## src/rtl/core_config_pkg.sv

```systemverilog
// rtl/core_config_pkg.sv - shared core opcodes, LSU state/cause enums and op decode helper
package core_config_pkg;

    typedef enum logic [4:0] {
        c_NOP, c_ADD, c_SUB, c_AND, c_OR, c_XOR,
        c_LB, c_LH, c_LW, c_LBU, c_LHU, c_SB, c_SH, c_SW,
        c_LWU, c_LD, c_SD
    } alu_commands_t;

    typedef enum logic [1:0] {NONE, MISALIGN, BUS_ERR, TIMEOUT} lsu_cause_t;

    typedef enum logic [1:0] {IDLE, REQ, WAIT, OUT} lsu_state_t;

    // size is log2 of the access width in bytes
    typedef struct packed {
        logic       known;
        logic       store;
        logic       sext;
        logic [1:0] size;
    } lsu_op_t;

    function automatic lsu_op_t lsu_decode(input alu_commands_t c, input logic is64);
        lsu_op_t o;
        o = '0;
        case (c)
            c_LB:    o = '{known: 1'b1, store: 1'b0, sext: 1'b1, size: 2'd0};
            c_LH:    o = '{known: 1'b1, store: 1'b0, sext: 1'b1, size: 2'd1};
            c_LW:    o = '{known: 1'b1, store: 1'b0, sext: 1'b1, size: 2'd2};
            c_LBU:   o = '{known: 1'b1, store: 1'b0, sext: 1'b0, size: 2'd0};
            c_LHU:   o = '{known: 1'b1, store: 1'b0, sext: 1'b0, size: 2'd1};
            c_SB:    o = '{known: 1'b1, store: 1'b1, sext: 1'b0, size: 2'd0};
            c_SH:    o = '{known: 1'b1, store: 1'b1, sext: 1'b0, size: 2'd1};
            c_SW:    o = '{known: 1'b1, store: 1'b1, sext: 1'b0, size: 2'd2};
            c_LWU:   if (is64) o = '{known: 1'b1, store: 1'b0, sext: 1'b0, size: 2'd2};
            c_LD:    if (is64) o = '{known: 1'b1, store: 1'b0, sext: 1'b0, size: 2'd3};
            c_SD:    if (is64) o = '{known: 1'b1, store: 1'b1, sext: 1'b0, size: 2'd3};
            default: o = '0;
        endcase
        return o;
    endfunction

endpackage

```

## src/rtl/lsu_extract.sv

```systemverilog
// rtl/lsu_extract.sv - load lane select with sign/zero extension
module lsu_extract #(
    parameter int XLEN = 32
) (
    input  logic [XLEN-1:0]              data,
    input  logic [$clog2(XLEN/8)-1:0]    offset,
    input  logic [1:0]                   size,
    input  logic                         sext,
    output logic [XLEN-1:0]              result
);

    logic [XLEN-1:0] sh;
    logic [XLEN-1:0] mask;
    logic            sign;

    always_comb begin
        sh = data >> {offset, 3'b000};
        case (size)
            2'd0: begin mask = XLEN'(8'hFF);         sign = sh[7];      end
            2'd1: begin mask = XLEN'(16'hFFFF);      sign = sh[15];     end
            2'd2: begin mask = XLEN'(32'hFFFF_FFFF); sign = sh[31];     end
            default: begin mask = '1;                sign = sh[XLEN-1]; end
        endcase
        result = (sh & mask) | ((sext && sign) ? ~mask : '0);
    end

endmodule

```

## src/rtl/lsu_unit.sv

```systemverilog
// rtl/lsu_unit.sv - handshaked load/store unit with misalign, bus error and timeout reporting
module lsu_unit
    import core_config_pkg::*;
#(
    parameter int XLEN           = 32,
    parameter int REG_ADDR_W     = 5,
    parameter int TIMEOUT_W      = 8,
    parameter int TIMEOUT_CYCLES = 200
) (
    input  logic                  clk,
    input  logic                  rst_n,
    input  logic                  issue_valid,
    output logic                  issue_ready,
    input  logic [XLEN-1:0]       arg0,
    input  logic [XLEN-1:0]       arg1,
    input  logic [XLEN-1:0]       imm,
    input  alu_commands_t         cmd,
    input  logic [REG_ADDR_W-1:0] i_rd,
    output logic                  i_error,
    output logic [XLEN-1:0]       res,
    output logic [REG_ADDR_W-1:0] o_rd,
    output logic                  valid,
    output logic                  o_error,
    output logic [1:0]            o_cause,
    input  logic                  clear,
    output logic [XLEN-1:0]       mem_addr,
    output logic [XLEN/8-1:0]     mem_byteen,
    output logic                  mem_we,
    output logic                  mem_req,
    output logic [XLEN-1:0]       mem_wdata,
    input  logic                  mem_gnt,
    input  logic                  mem_rvalid,
    input  logic [XLEN-1:0]       mem_rdata,
    input  logic                  mem_err
);

    localparam int NB    = XLEN / 8;
    localparam int OFF_W = $clog2(NB);

    lsu_op_t          dec;
    logic [XLEN-1:0]  ea;
    logic [OFF_W-1:0] off;
    logic             misaligned;
    logic [NB-1:0]    size_mask;
    logic [XLEN-1:0]  wdata_rep;
    logic [XLEN-1:0]  ext_data;

    lsu_state_t            state_q;
    lsu_cause_t            cause_q;
    logic                  store_q, sext_q, err_q;
    logic [1:0]            size_q;
    logic [OFF_W-1:0]      off_q;
    logic [XLEN-1:0]       addr_q, wdata_q, res_q;
    logic [NB-1:0]         byteen_q;
    logic [REG_ADDR_W-1:0] rd_q;
    logic [TIMEOUT_W-1:0]  cnt_q;

    logic rsp_take, timeout_hit, busy;

    always_comb begin
        dec = lsu_decode(cmd, XLEN == 64);
        ea  = arg0 + imm;
        off = ea[OFF_W-1:0];
        // Replication places every store byte in the lane its offset selects
        case (dec.size)
            2'd0: begin misaligned = 1'b0;     size_mask = NB'(1);     wdata_rep = {NB{arg1[7:0]}};           end
            2'd1: begin misaligned = ea[0];    size_mask = NB'(2'h3);  wdata_rep = {(NB/2){arg1[15:0]}};      end
            2'd2: begin misaligned = |ea[1:0]; size_mask = NB'(4'hF);  wdata_rep = {(XLEN/32){arg1[31:0]}};   end
            default: begin misaligned = |ea[2:0]; size_mask = '1;      wdata_rep = arg1;                      end
        endcase
    end

    lsu_extract #(.XLEN(XLEN)) u_extract (
        .data   (mem_rdata),
        .offset (off_q),
        .size   (size_q),
        .sext   (sext_q),
        .result (ext_data)
    );

    // A response only counts once the request has been (or is being) granted
    assign rsp_take    = ((state_q == REQ) && mem_gnt && mem_rvalid) || ((state_q == WAIT) && mem_rvalid);
    assign timeout_hit = (cnt_q == TIMEOUT_W'(TIMEOUT_CYCLES - 1));
    assign busy        = (state_q == REQ) || (state_q == WAIT);

    always_ff @(posedge clk or negedge rst_n) begin
        if (!rst_n) begin
            state_q  <= IDLE;
            cause_q  <= NONE;
            store_q  <= 1'b0;
            sext_q   <= 1'b0;
            err_q    <= 1'b0;
            size_q   <= '0;
            off_q    <= '0;
            addr_q   <= '0;
            wdata_q  <= '0;
            res_q    <= '0;
            byteen_q <= '0;
            rd_q     <= '0;
            cnt_q    <= '0;
        end else begin
            case (state_q)
                IDLE: if (issue_valid && dec.known) begin
                    store_q  <= dec.store;
                    sext_q   <= dec.sext;
                    size_q   <= dec.size;
                    off_q    <= off;
                    addr_q   <= {ea[XLEN-1:OFF_W], {OFF_W{1'b0}}};
                    byteen_q <= size_mask << off;
                    wdata_q  <= wdata_rep;
                    rd_q     <= i_rd;
                    cnt_q    <= '0;
                    res_q    <= '0;
                    if (misaligned) begin
                        state_q <= OUT;
                        err_q   <= 1'b1;
                        cause_q <= MISALIGN;
                    end else begin
                        state_q <= REQ;
                        err_q   <= 1'b0;
                        cause_q <= NONE;
                    end
                end
                REQ, WAIT: begin
                    if (rsp_take) begin
                        state_q <= OUT;
                        err_q   <= mem_err;
                        cause_q <= mem_err ? BUS_ERR : NONE;
                        res_q   <= (store_q || mem_err) ? '0 : ext_data;
                    end else if (timeout_hit) begin
                        state_q <= OUT;
                        err_q   <= 1'b1;
                        cause_q <= TIMEOUT;
                        res_q   <= '0;
                    end else begin
                        cnt_q <= cnt_q + TIMEOUT_W'(1);
                        if ((state_q == REQ) && mem_gnt) state_q <= WAIT;
                    end
                end
                OUT: if (clear) state_q <= IDLE;
                default: state_q <= IDLE;
            endcase
        end
    end

    assign issue_ready = (state_q == IDLE);
    assign i_error     = (state_q == IDLE) && issue_valid && !dec.known;
    assign valid       = (state_q == OUT);
    assign res         = valid ? res_q : '0;
    assign o_rd        = valid ? rd_q : '0;
    assign o_error     = valid && err_q;
    assign o_cause     = valid ? cause_q : 2'd0;
    assign mem_req     = (state_q == REQ);
    assign mem_addr    = busy ? addr_q : '0;
    assign mem_byteen  = busy ? byteen_q : '0;
    assign mem_we      = busy && store_q;
    assign mem_wdata   = busy ? wdata_q : '0;

endmodule

```

## config.mk

```make
export PLATFORM = sky130hd
export DESIGN_NAME = lsu_unit
export DESIGN_NICKNAME = d
export VERILOG_FILES = /design/src/rtl/core_config_pkg.sv /design/src/rtl/lsu_extract.sv /design/src/rtl/lsu_unit.sv
export SDC_FILE = /design/constraint.sdc
export NUM_CORES = 1
export LEC_CHECK = 0
export CORE_ASPECT_RATIO = 0.5
export CORE_MARGIN = 2
export CORE_UTILIZATION = 35
export CTS_CLUSTER_DIAMETER = 30
export CTS_CLUSTER_SIZE = 8
export DETAILED_ROUTE_END_ITERATION = 8
export GPL_TIMING_DRIVEN = 0
export PLACE_DENSITY = 0.65
export SYNTH_ARGS = -nofsm -noshare
export SYNTH_HDL_FRONTEND = slang
export SYNTH_SLANG_ARGS = --single-unit
```

## constraint.sdc

```tcl
create_clock -name clk -period 2.26 [get_ports clk]
set_clock_uncertainty 0.2 [all_clocks]
set_input_delay 0.339 -clock clk [delete_from_list [all_inputs] [get_ports clk]]
set_output_delay 0.339 -clock clk [all_outputs]
set_load 0.005 [all_outputs]
```

### Yosys cells after proc, flatten, opt, wreduce, memory -nomap -nowiden

Cells that the tools add are included.

* bits in registers: 122

* shift operators: 2
* muxes and demuxes: 40
* reduce and logical (&&, ||, !) cells: 24
* bitwise logic cells: 3
* add/sub/neg operators: 2
* equal/unequal tests: 21

Operators with widths (number)
* $mux W32: 8
* $pmux W32 S2: 3
* $pmux W5 S8: 1
* $add A32 B32 Y32: 1
* $and A32 B32 Y32: 1
* $not A32 Y32: 1
* $or A32 B32 Y32: 1
* $shr A32 B5 Y32: 1
* $eq A5 B4 Y1 const B: 6
* $mux W8: 3
* $mux W2: 11
* $pmux W8 S2: 1
* $eq A5 B3 Y1 const B: 2
* $logic_and A1 B1 Y1: 9
* $add A8 B1 Y8 const B: 1
* $eq A8 B8 Y1 const B: 1
* $pmux W4 S2: 1
* $eq A2 B1 Y1 const B: 3
* $eq A2 B2 Y1 const B: 3
* $logic_not A2 Y1: 3
* $pmux W2 S3: 1
* $reduce_and A3 Y1: 2
* $mux W1: 5
* $mux W5: 1
* other kinds (16): 22

### Longest topological paths before layout

* depth after elaboration: 8
* gate-level depth with buffers: 11
* depth with buffers taken out: 9

### By module

From an unflattened synthesis, not the netlist that was laid out.

* cell total of the unflattened synthesis: 1083
* area, all modules: 8792.2 um^2

By module, submodules not included
* lsu_unit: area each 7887.6 um^2, sequential area each 3052.9 um^2, cells each 959, instances 1
* lsu_extract: area each 904.6 um^2, sequential area each 0.0 um^2, cells each 124, instances 1

### Least setup slack after synthesis

No wires, ideal clock.

* kind: input-to-reg
* from: in arg0[0]
* to: reg addr_q[24]
* stages: 9
* arrival time: 2292 ps
* data required time: 1930 ps
* slack: -362 ps
* buffers on the path: 0
* cells stage by stage: ha_1 fa_1 a21o_1 a221o_1 a31oi_4 o21ai_2 a41oi_1 xor2_1 o21ai_1

* word-level cells in the longest chain between the ends: 1

Ends and longest elaborated chain
* from (decl): RTL line lsu_unit.sv:14 `input logic [XLEN-1:0] arg0,`
* $add A32 B32 Y32: RTL line lsu_unit.sv:62 `ea = arg0 + imm;`
* to (signal assigned): RTL line lsu_unit.sv:108 `addr_q <= {ea[XLEN-1:OFF_W], {OFF_W{1'b0}}};`
* to (decl): RTL line lsu_unit.sv:53 `logic [XLEN-1:0] addr_q, wdata_q, res_q;`

No other way between the ends.
A chain may end at the register's enable or synchronous reset.

### Worst setup path in the final report

* from: reg state_q[1]
* to: out mem_wdata[14]

* word-level cells in the longest chain between the ends: 3

Ends and longest elaborated chain
* from (decl): RTL line lsu_unit.sv:48 `lsu_state_t state_q;`
* from (signal assigned): RTL line lsu_unit.sv:88 `state_q <= IDLE;`
* from (signal assigned): RTL line lsu_unit.sv:115 `state_q <= OUT;`
* from (signal assigned): RTL line lsu_unit.sv:119 `state_q <= REQ;`
* $eq A2 B1 Y1 or $eq A2 B2 Y1 (tied branches): RTL line lsu_unit.sv:84 `assign busy = (state_q == REQ) || (state_q == WAIT);`
* $logic_or A1 B1 Y1 *: RTL line lsu_unit.sv:84
* $mux W32 *: RTL line lsu_unit.sv:157 `assign mem_wdata = busy ? wdata_q : '0;`
* to (decl): RTL line lsu_unit.sv:30 `output logic [XLEN-1:0] mem_wdata,`

Every way passes the cells marked *; elsewhere a longest branch is shown, timed or not.

==> impl.org <==
** Run status
- Status :: finished with violations
- Violated checks :: negative setup slack

** Drt
- The routed design has 30940 µm of wire.
- DR iter-0 viols :: 658
- Via density :: 5.309
- The count of nets left with antenna violations once routing finished came out at 0.
- Total number of vias :: 8606
- DRC errors left :: 0
- Dividing the detail-routed wire length by the instance count gives 19.09 µm.
- Number of iterations in the first detailed-routing pass :: 7

** Yosys
- In this run the biggest area consumer among cell types represents 37.30% of the synthesized area.
- Synthesized flop and latch total :: 122
- The Yosys step of the flow raised 0 warnings.
- Main synth FF type :: dfrtp_1
- For this run, asynchronously set or reset flops after synthesis account for 100.0%.
- Leading cell types by total area after synthesis :: dfrtp_1, and2_1, nand2_1
- The synthesized design contains 0 enable-type register cells.
- After synthesis, flip-flops and latches occupy 37.30% of the total area.
- The synthesized netlist occupies a cell area of 0.008184 mm².
- Library cell with the largest summed area after synthesis :: dfrtp_1
- Number of distinct library cell variants in the gate-level netlist after synthesis :: 65
- In the synthesized netlist, the number of instances is 938.
- Dividing the synthesized area by the synthesized cell count gives 8.725 µm².

** CTS
- For the worst-skew pair, the clock arrives at the later sink with an insertion delay of 0.42 ns.
- H-tree depth :: 4
- The tree is rooted in a clkbuf_16.
- Bufs on Longest Clock Path :: 2
- Counting every sink on the clock net gives 122.
- In this run, CTS created clock tree buffers numbering 17.
- CTS tree :: done
- After clock tree synthesis, the clock-pin slew on the worst setup and hold paths is 0.06 ns.

** Power
- Reg power frac :: 21.8%
- In this run the power spent charging and discharging nets is 5.932 mW.
- Clock network power share :: 16.6%
- Summed over all cells, the static leakage comes to 6.230 nW.
- Net switching fraction of the power :: 37.54%
- Internal power component :: 9.869 mW
- Power spread over the standard cell area amounts to 1163 mW/mm².
- Combinational logic is responsible for 61.5% of the overall power.
- VDD sags by at most 0.0005329 V.

** Layout
- In the layout the commonest cells are nand2_1, dfrtp_1, clkdlybuf4s50_1, buf_6, and2_4.
- Final instance area :: 0.01359 mm²
- Most frequent standard cell in the layout excluding fill and tap cells :: nand2_1
- At the end of the flow, the number of nets in the layout was 1484.
- 0 antenna diodes ended up in the layout.
- The post-route netlist has 35.08% of its cells at a drive strength greater than 1.
- Area growth syn-to-layout :: 66.03%

** Global routing
- Total overflow reported by the global router :: 0
- Via count of the first global-routing pass :: 8370
- Entering global routing, the biggest net connects 74 pins.
- Global-route wire length before repair :: 46090 µm
- Global routing usage summed across all routing layers :: 23.89%
- Initial antenna violation count :: 0

** Timing
- Sum Neg Setup Slack :: -12.78 ns
- Final Max Tran Viols :: 0
- Setup slack on the critical path of the routed design comes to -0.1550 ns.
- Highest clock rate :: 0.4141 GHz
- Hold is met by 0.1149 ns.
- Headroom to the max-slew limit came out at 51.28%.
- Final-report hold violation count :: 0
- Setup violations, final :: 138
- Setup repair after global routing missed its margin :: true
- Final cycle utilization of the critical path :: 106.9%
- Least-Margin Pin Slew :: 0.7281 ns
- Min Clock Period, post-route :: 2.415 ns

** Floorplanning
- Die Span X :: 220.3 µm
- I/O pins :: 258
- The initialized floorplan defines 39 standard-cell rows.
- In this run the vertical extent of the chip is 112.1 µm.
- Area of the core :: 0.02289 mm²
- Initial Utilization :: 35.76%
- Die Footprint :: 0.02470 mm²

** Worst setup path
- The worst setup path is of the reg2out kind.
- STA classifies the critical path endpoint as a primary output.
- FF-to-FF Start :: cnt_q[0]$_DFFE_PN0P_
- Crit path launch type :: register
- Worst EP arrival :: 1.88 ns
- In this run the worst setup path begins at state_q[1]$_DFFE_PN0P_.
- Data on the critical path is required at its endpoint by 1.72 ns.
- Max FO, Critical Path :: 5

** Worst hold path
- Worst min path class :: in2reg
- Launch point of the worst hold path :: arg0[0]

** Placement
- Routability cong. :: 0.9006
- Detailed placement HPWL :: 21350 µm
- Buffers placed on the I/O ports in this run total 255.
- After detailed placement, the total cell area comes to 0.01122 mm².

** Run
- The tool flagged a number of max-cap violations equal to 0.
==> through the flow <==
| step | utilization, % | setup slack [ns] | power, mW | instances |
|---|---|---|---|---|
| 2_1_floorplan | - | -0.2465 | 6.737 | 939 |
| 3_3_place_gp | 48.89 | -4.224 | 9.593 | 1501 |
| 3_5_place_dp | 49.02 | -1.016 | 9.720 | 1502 |
| 4_1_cts | 56.79 | -0.1708 | 14.67 | 1601 |
| 5_1_grt | 59.37 | -0.1909 | 16.60 | 1621 |
| 6_report | 59.37 | -0.1550 | 15.80 | 1621 |
==> state kept, by name, summed over array words and instances (netlist names) <==
| name | count |
|---|---|
| res_q | 32 |
| wdata_q | 32 |
| addr_q | 30 |
| cnt_q | 8 |
| rd_q | 5 |
| byteen_q | 4 |
| cause_q | 2 |
| off_q | 2 |
| size_q | 2 |
| state_q | 2 |
| err_q | 1 |
| sext_q | 1 |
| store_q | 1 |
==> final timing paths <==
| check | cells after the start | to | slack, ns |
|---|---|---|---|
| max in group asynchronous | 3 | rd_q[4]$_DFFE_PN0P_ | 0.92 |
| min | 3 | byteen_q[0]$_DFFE_PN0P_ | 0.11 |
| max reg2reg | 9 | res_q[6]$_DFFE_PN0P_ | -0.10 |
| min in group asynchronous | 2 | addr_q[3]$_DFFE_PN0P_ | 0.22 |
| max | 7 | mem_wdata[14] | -0.16 |
| min reg2reg | 2 | rd_q[0]$_DFFE_PN0P_ | 0.27 |
==> per-layer routing <==
| metal | track usage [%] | up-vias | routed length (µm) |
|---|---|---|---|
| met3 | 3.171 | 46 | 1289 |
| met1 | 30.07 | 4279 | 13050 |
| met5 | 0 | - | 0 |
| met4 | 6.577 | 0 | 633 |
| met2 | 42.95 | 227 | 15970 |
| li1 | - | 4054 | - |
==> Yosys cell counts (2+ instances only) <==
master     number
buf_2          14
o21bai_2        2
a21oi_1        49
nor2b_1        10
and3_1          5
a21boi_0        3
nor3_1          8
buf_1           2
mux2i_1        20
nand3b_1        3
o21ai_0        73
dfrtp_1       122
inv_1          17
a211oi_1       11
o21bai_1        8
mux2_2          2
a2111oi_2       7
xnor2_1        14
a21o_1         18
o21ai_1         8
o31ai_1         4
a22o_1         27
o211ai_1        8
a211o_1         2
ha_1           37
or3_1           2
nand3_1         8
o21ai_2         3
xor2_1         22
a22oi_1         6
o221ai_1        4
buf_4           2
buf_6           5
and2_1        115
nor2_1         39
a221o_1        15
a31oi_1        10
o2111ai_1       2
nand2b_1        2
clkbuf_1       37
nand4_1        14
nand2_1       155
==> what timing repair did <==
item                                   4_1_cts  5_1_grt
gates resized for setup                    722      123
pin swaps                                   42       49
hold buffers                                 1        0
setup endpoints to repair                  221      207
gates cloned                                11        3
endpoints found under the hold margin       49        0
setup buffers                               62       22
==> final cells by class <==
type,instances,area (µm²)
Clock buffer,18,439.2
Multi-Input combinational cell,740,5684
Clock inverter,14,126.4
Inverter,17,66.31
Buffer,51,494.2
Fill cell,1939,9298
Sequential cell,122,3054
Timing Repair Buffer,352,3339
Tap cell,307,384.1
==> critical path: stages (launching register included) <==
cell       delay (ns)
dfrtp_1          0.41
inv_2            0.11
ha_4             0.23
clkbuf_16        0.17
buf_8            0.13
clkbuf_16        0.15
and2_4           0.14
buf_6            0.11
==> power groups by stage <==
stage	Combinational [mW]	Clock (mW)	Sequential, mW
floorplan	3.44	0	3.29
global placement	6.20	0	3.39
detailed placement	6.29	0	3.43
CTS	8.60	2.64	3.43
global route	10.3	2.76	3.54
finish	9.72	2.63	3.45
==> cell families (layout without fill, tap and decap cells) <==
kind of cell / count (synthesis) / count (layout) / share of synthesized area [%]
buffers and inverters: 77 / 452 / 4.296
other: 1 / 2 / 0.04582
flip-flops: 122 / 122 / 37.30
XOR/XNOR: 36 / 36 / 3.853
adder cells (fa/ha/maj): 38 / 38 / 5.901
AO/OA/AOI/OAI: 272 / 272 / 23.38
AND/OR/NAND/NOR: 370 / 370 / 22.50
multiplexers: 22 / 22 / 2.721
Power figures use the tool's default switching activity.
